==> src/rtl/mf_clk_pkg.sv <==
// Shared constants and helpers for the master-clock enable generator.
// Divider defaults, lock qualification length and the master clock rate.
package mf_clk_pkg;

  localparam int unsigned LOCK_CYCLES_DEF = 1024;
  localparam int unsigned DIV_H40_DEF     = 8;
  localparam int unsigned DIV_H32_DEF     = 10;
  localparam int unsigned DIV_68K_DEF     = 7;
  localparam int unsigned DIV_Z80_DEF     = 15;
  localparam int unsigned DIV_Q_DEF       = 4;

  localparam int unsigned MASTER_HZ = 53_693_160;

  // Bits needed to hold the values 0..n-1.
  function automatic int unsigned cnt_width(input int unsigned n);
    return (n <= 2) ? 1 : $clog2(n);
  endfunction

  function automatic int unsigned max_u(input int unsigned a, input int unsigned b);
    return (a > b) ? a : b;
  endfunction

endpackage

==> src/rtl/mf_clken_gen_if.sv <==
// Control and enable bundle between the enable generator and the core.
// The generator side is the master; the core side is the slave.
interface mf_clken_gen_if;

  logic pll_locked;
  logic h40;
  logic ready;
  logic sys_rst;
  logic ce_pix;
  logic ce_pix_n;
  logic ce_68k;
  logic ce_z80;
  logic ce_q;
  logic lock_lost;

  modport master (
    input  pll_locked,
    input  h40,
    output ready,
    output sys_rst,
    output ce_pix,
    output ce_pix_n,
    output ce_68k,
    output ce_z80,
    output ce_q,
    output lock_lost
  );

  modport slave (
    output pll_locked,
    output h40,
    input  ready,
    input  sys_rst,
    input  ce_pix,
    input  ce_pix_n,
    input  ce_68k,
    input  ce_z80,
    input  ce_q,
    input  lock_lost
  );

endinterface

==> src/rtl/mf_ce_div.sv <==
// Runtime-programmable clock-enable divider with a half-period companion pulse.
// The divide ratio is captured only at wrap, so a change never distorts the current period.
module mf_ce_div #(
  parameter int unsigned W = 4
) (
  input  logic         clk,
  input  logic         rst,
  input  logic         en,
  input  logic [W-1:0] div,
  output logic         ce,
  output logic         ce_half
);

  logic [W-1:0] cnt_q, cnt_d;
  logic [W-1:0] div_q, div_d;
  logic [W-1:0] half;
  logic         wrap;

  always_comb begin
    wrap  = (cnt_q == div_q - 1'b1);
    half  = (div_q >> 1) - 1'b1;
    cnt_d = wrap ? '0 : cnt_q + 1'b1;
    div_d = div_q;
    if (!en) begin
      // Track the requested ratio while idle so the first period already uses it.
      cnt_d = '0;
      div_d = div;
    end else if (wrap) begin
      div_d = div;
    end
    ce      = en & wrap;
    ce_half = en & (cnt_q == half);
  end

  always_ff @(posedge clk) begin
    if (rst) begin
      cnt_q <= '0;
      div_q <= div;
    end else begin
      cnt_q <= cnt_d;
      div_q <= div_d;
    end
  end

endmodule

==> src/rtl/mf_clken_gen.sv <==
// Lock-qualified reset and single-cycle clock enables derived from the PLL master clock.
// All enables are gated by ready, so a lock drop suppresses any enable on that cycle.
module mf_clken_gen
  import mf_clk_pkg::*;
#(
  parameter int unsigned LOCK_CYCLES = LOCK_CYCLES_DEF,
  parameter int unsigned DIV_H40     = DIV_H40_DEF,
  parameter int unsigned DIV_H32     = DIV_H32_DEF,
  parameter int unsigned DIV_68K     = DIV_68K_DEF,
  parameter int unsigned DIV_Z80     = DIV_Z80_DEF,
  parameter int unsigned DIV_Q       = DIV_Q_DEF
) (
  input logic            clk,
  input logic            rst,
  mf_clken_gen_if.master bus
);

  localparam int unsigned DIV_MAX =
      max_u(max_u(DIV_H40, DIV_H32), max_u(max_u(DIV_68K, DIV_Z80), DIV_Q));
  localparam int unsigned DIV_W = cnt_width(DIV_MAX + 1);
  localparam int unsigned QW    = cnt_width(LOCK_CYCLES + 1);
  localparam logic [QW-1:0] QMAX = QW'(LOCK_CYCLES);

  logic          sync1_q, lk_s_q;
  logic [QW-1:0] qcnt_q, qcnt_d;
  logic          ready_q, ready_d;
  logic          sys_rst_q;
  logic          lock_lost_q, lock_lost_d;

  always_comb begin
    qcnt_d      = '0;
    ready_d     = 1'b0;
    lock_lost_d = lock_lost_q | (ready_q & ~lk_s_q);
    if (lk_s_q) begin
      qcnt_d  = (qcnt_q == QMAX) ? QMAX : qcnt_q + 1'b1;
      ready_d = (qcnt_d == QMAX);
    end
  end

  always_ff @(posedge clk) begin
    if (rst) begin
      sync1_q     <= 1'b0;
      lk_s_q      <= 1'b0;
      qcnt_q      <= '0;
      ready_q     <= 1'b0;
      sys_rst_q   <= 1'b1;
      lock_lost_q <= 1'b0;
    end else begin
      sync1_q     <= bus.pll_locked;
      lk_s_q      <= sync1_q;
      qcnt_q      <= qcnt_d;
      ready_q     <= ready_d;
      sys_rst_q   <= ~ready_d;
      lock_lost_q <= lock_lost_d;
    end
  end

  logic [DIV_W-1:0] pix_div;
  logic             ce_pix, ce_pix_n, ce_68k, ce_z80, ce_q;
  logic             half_68k_unused, half_z80_unused, half_q_unused;

  assign pix_div = bus.h40 ? DIV_W'(DIV_H40) : DIV_W'(DIV_H32);

  mf_ce_div #(.W(DIV_W)) u_div_pix (
    .clk     (clk),
    .rst     (rst),
    .en      (ready_q),
    .div     (pix_div),
    .ce      (ce_pix),
    .ce_half (ce_pix_n)
  );

  mf_ce_div #(.W(DIV_W)) u_div_68k (
    .clk     (clk),
    .rst     (rst),
    .en      (ready_q),
    .div     (DIV_W'(DIV_68K)),
    .ce      (ce_68k),
    .ce_half (half_68k_unused)
  );

  mf_ce_div #(.W(DIV_W)) u_div_z80 (
    .clk     (clk),
    .rst     (rst),
    .en      (ready_q),
    .div     (DIV_W'(DIV_Z80)),
    .ce      (ce_z80),
    .ce_half (half_z80_unused)
  );

  mf_ce_div #(.W(DIV_W)) u_div_q (
    .clk     (clk),
    .rst     (rst),
    .en      (ready_q),
    .div     (DIV_W'(DIV_Q)),
    .ce      (ce_q),
    .ce_half (half_q_unused)
  );

  assign bus.ready     = ready_q;
  assign bus.sys_rst   = sys_rst_q;
  assign bus.lock_lost = lock_lost_q;
  assign bus.ce_pix    = ce_pix;
  assign bus.ce_pix_n  = ce_pix_n;
  assign bus.ce_68k    = ce_68k;
  assign bus.ce_z80    = ce_z80;
  assign bus.ce_q      = ce_q;

endmodule

==> src/flat_wrapper.sv <==
// flat-port wrapper written by rule: the top's interface ports become plain ports
module mf_clken_gen_flat import mf_clk_pkg::*;
#(
  parameter int unsigned LOCK_CYCLES = LOCK_CYCLES_DEF,
  parameter int unsigned DIV_H40     = DIV_H40_DEF,
  parameter int unsigned DIV_H32     = DIV_H32_DEF,
  parameter int unsigned DIV_68K     = DIV_68K_DEF,
  parameter int unsigned DIV_Z80     = DIV_Z80_DEF,
  parameter int unsigned DIV_Q       = DIV_Q_DEF
)
  (clk, rst, bus_pll_locked, bus_h40, bus_ready, bus_sys_rst, bus_ce_pix, bus_ce_pix_n, bus_ce_68k, bus_ce_z80, bus_ce_q, bus_lock_lost);
  mf_clken_gen_if bus_i ();
  input logic clk;
  input logic rst;
  input wire logic [$bits(bus_i.pll_locked)-1:0] bus_pll_locked;
  input wire logic [$bits(bus_i.h40)-1:0] bus_h40;
  output wire logic [$bits(bus_i.ready)-1:0] bus_ready;
  output wire logic [$bits(bus_i.sys_rst)-1:0] bus_sys_rst;
  output wire logic [$bits(bus_i.ce_pix)-1:0] bus_ce_pix;
  output wire logic [$bits(bus_i.ce_pix_n)-1:0] bus_ce_pix_n;
  output wire logic [$bits(bus_i.ce_68k)-1:0] bus_ce_68k;
  output wire logic [$bits(bus_i.ce_z80)-1:0] bus_ce_z80;
  output wire logic [$bits(bus_i.ce_q)-1:0] bus_ce_q;
  output wire logic [$bits(bus_i.lock_lost)-1:0] bus_lock_lost;
  assign bus_i.pll_locked = bus_pll_locked;
  assign bus_i.h40 = bus_h40;
  assign bus_ready = bus_i.ready;
  assign bus_sys_rst = bus_i.sys_rst;
  assign bus_ce_pix = bus_i.ce_pix;
  assign bus_ce_pix_n = bus_i.ce_pix_n;
  assign bus_ce_68k = bus_i.ce_68k;
  assign bus_ce_z80 = bus_i.ce_z80;
  assign bus_ce_q = bus_i.ce_q;
  assign bus_lock_lost = bus_i.lock_lost;
  mf_clken_gen #(.LOCK_CYCLES(LOCK_CYCLES), .DIV_H40(DIV_H40), .DIV_H32(DIV_H32), .DIV_68K(DIV_68K), .DIV_Z80(DIV_Z80), .DIV_Q(DIV_Q)) u_core (.clk(clk), .rst(rst), .bus(bus_i));
endmodule
==> config.mk <==
export PLATFORM = sky130hd
export DESIGN_NAME = mf_clken_gen_flat
export DESIGN_NICKNAME = d
export VERILOG_FILES = /design/src/rtl/mf_clk_pkg.sv /design/src/rtl/mf_clken_gen_if.sv /design/src/rtl/mf_ce_div.sv /design/src/rtl/mf_clken_gen.sv /design/src/flat_wrapper.sv
export SDC_FILE = /design/constraint.sdc
export NUM_CORES = 1
export LEC_CHECK = 0
export CAP_MARGIN = 25
export CORE_MARGIN = 4
export CORE_UTILIZATION = 60
export CTS_CLUSTER_DIAMETER = 150
export DETAILED_ROUTE_END_ITERATION = 8
export DONT_BUFFER_PORTS = 1
export PLACE_DENSITY = 0.85
export SYNTH_ARGS = -nofsm -noshare
export SYNTH_HDL_FRONTEND = slang
export SYNTH_HIERARCHICAL = 1
export SYNTH_SLANG_ARGS = --single-unit
==> constraint.sdc <==
create_clock -name clk -period 4 [get_ports clk]
set_clock_uncertainty 0.05 [all_clocks]
set_input_delay 0.4 -clock clk [delete_from_list [all_inputs] [get_ports clk]]
set_output_delay 0.4 -clock clk [all_outputs]
set_load 0.02 [all_outputs]
==> key figures <==
Outcome
  • Status: completed

Clock tree
  • PostCTS Resize Cnt: 0
  • Post-CTS Setup Repair Bufs: 0
  • Hold_buf cts: 0
  • TritonCTS Buffers: 5
  • Bufs on Longest Clock Path: 2
  • Clk root buf: clkbuf_8
  • # clock sinks: 48
  • Clock Latency Late Sink: 300 ps
  • Clk pin slew, worst setup/hold paths: 80 ps
  • H-tree levels: 2
  • CTS tree: yes

Power
  • Comb pwr share: 7.0%
  • Int Pwr: 0.6603 mW
  • Static Leak: 1.049 nW
  • Switching fraction of total power: 22.22%
  • Seq pwr share: 61.1%
  • VDD IR-drop max: 0.1823 mV
  • Clock power share: 31.8%
  • Post-layout power: 0.8490 mW
  • Sw Pwr: 0.1887 mW
  • Pwr Density: 322.0 nW/um2

STA
  • Max Clk Rate: 0.3647 GHz
  • Min Tclk post-route: 2742 ps
  • Fin. max-slew vios: 0
  • Worst-margin pin slew: 1037 ps
  • Setup TNS Final: 0 ps
  • Relative slew slack: 30.67%
  • RSZ-0062 raised after global routing: false
  • Setup-failing EPs final: 0
  • Final Hold Vio Count: 0
  • Final worst-path cycle share: 68.55%

Critical path
  • CP Buf/Inv Count: 1
  • CP Max Fanout: 3
  • Crit path required time: 3550 ps
  • CP Cell Sequence: inv_1 > ha_1 > xnor2_1 > o211ai_1 > a2111oi_1
  • Crit path launch type: flip-flop
  • CP max stage delay: 950 ps
  • CP top delay family: compound AO/OA/AOI/OAI gates
  • Critical Path Start: u_core/u_div_pix/div_q[1]
  • Setup crit end kind: output port
  • Critical setup path kind: flip-flop to output port
  • Max stage delay cell, worst path: a2111oi_1
  • WP data arrival: 2290 ps
  • Reg-to-Reg Start: u_core/qcnt_q[0]

Yosys
  • Mean post-synth cell area: 11.28 um2
  • Area of the mapped netlist: 2470 um2
  • Yosys warns: 6
  • Gate Count Post-Synth: 219

Global routing
  • Gr ovfl total: 0
  • Vias in the first global route: 1,536
  • Busiest grt layer: met2
  • Met2 GRT Util: 27.20%
  • First-pass GRT wire length: 6775 um
  • M3 GR Usage: 4.709%
  • Met1 Track Usage GR: 19.98%
  • Initial antenna violation count: 0
  • Total track usage: 16.60%
  • Largest net degree at the start of global routing: 14

Routing
  • DR pass1 iterations: 4
  • Avg WL per Cell: 12.77 um
  • Via density: 5.254
  • Vias: 1,508
  • DR DRC count: 0
  • Antenna-violating nets left: 0
  • Wirelength, routed: 3666 um
  • Iter 0 DRT Violations: 50

Placement
  • Port bufs: 0
  • DP HPWL: 2873 um
  • GPL Wtd Cong: 0.8311

Worst hold path
  • Hold_sp: rst
  • Hold WC Path Type: primary input to flip-flop

Cells and area
  • P&R area growth vs syn: 6.738%
  • Finished Core Util: 65.91%
  • Nets: 258
  • Ant diodes: 0
  • Fraction of layout cells with a size suffix above 1: 10.97%

Floorplanning
  • Die area: 5207 um2
  • IO Count: 12
  • Die width: 72.16 um
  • Cell Rows: 23
  • Die Ht: 72.16 um
  • Core footprint: 4000 um2
  • Starting Density: 61.75%

Run
  • Max-cap viol count: 0
## final cells by class
cell class / instances / area (um2)
Clock buffer: 7 / 76.32
Clock inverter: 1 / 3.754
Fill cell: 334 / 1364
Inverter: 21 / 78.83
Multi-Input combinational cell: 160 / 1294
Sequential cell: 48 / 1121
Tap cell: 50 / 62.56
## stage by stage
stage	cells	setup slack, ps	instance area [um2]	hold WS (ps)
after global routing	287	1093	2636	92.96
final	287	1258	2636	113.8
after detailed placement	279	1542	2556	390.4
after floorplan	232	1444	2519	363.8
after global placement	279	1609	2556	368.2
after CTS	287	1212	2636	105.1
## cells in the final DEF (no fill, tap or decap), types with 2 or more instances in the layout
cell and n:
a211oi_1 16, a21boi_0 4, a21o_2 4, and3_2 5, clkbuf_1 2, clkbuf_8 5, conb_1 15, dfxtp_1 32
edfxtp_1 16, ha_1 18, inv_1 21, nand2_1 3, nand2b_1 5, nand3_1 10, nor2_1 16, nor2b_1 2
nor3_1 2, nor3_4 4, nor4_1 2, or4_1 2, xnor2_1 23, xor2_1 14, xor3_2 4
## flip-flops by register name (all words and copies together) (netlist names)
signal                  flops
u_core/bus.sys_rst          1
u_core/u_div_68k/cnt_q      4
u_core/u_div_q/div_q        4
u_core/u_div_z80/div_q      4
u_core/u_div_68k/div_q      4
u_core/u_div_pix/div_q      4
u_core/sync1_q              1
u_core/bus.ready            1
u_core/u_div_pix/cnt_q      4
u_core/lk_s_q               1
u_core/qcnt_q              11
u_core/bus.lock_lost        1
u_core/u_div_q/cnt_q        4
u_core/u_div_z80/cnt_q      4
## per-layer routing
metal,vias to the layer above,share of wire (%)
li1,774,-
met1,705,46
met2,20,48
met3,9,3.5
met4,0,2.4
met5,-,0
## power by group through the flow
stage	clock [mW]	combinational, mW	sequential (mW)
finish	0.270	0.0595	0.519
global route	0.303	0.0680	0.521
CTS	0.280	0.0597	0.519
detailed placement	0	0.0592	0.531
global placement	0	0.0570	0.530
floorplan	0	0.0514	0.529
## path summary, 6_finish.rpt
check	slack (ps)	endpoint	depth (start not counted)
worst min-delay path	110	u_core/bus.lock_lost	1
worst max-delay path	1260	bus_ce_pix_n	5
worst min register to register	400	u_core/lk_s_q	1
worst max register to register	1830	u_core/bus.sys_rst	6
Note: power is estimated with default switching activity, not from simulation.
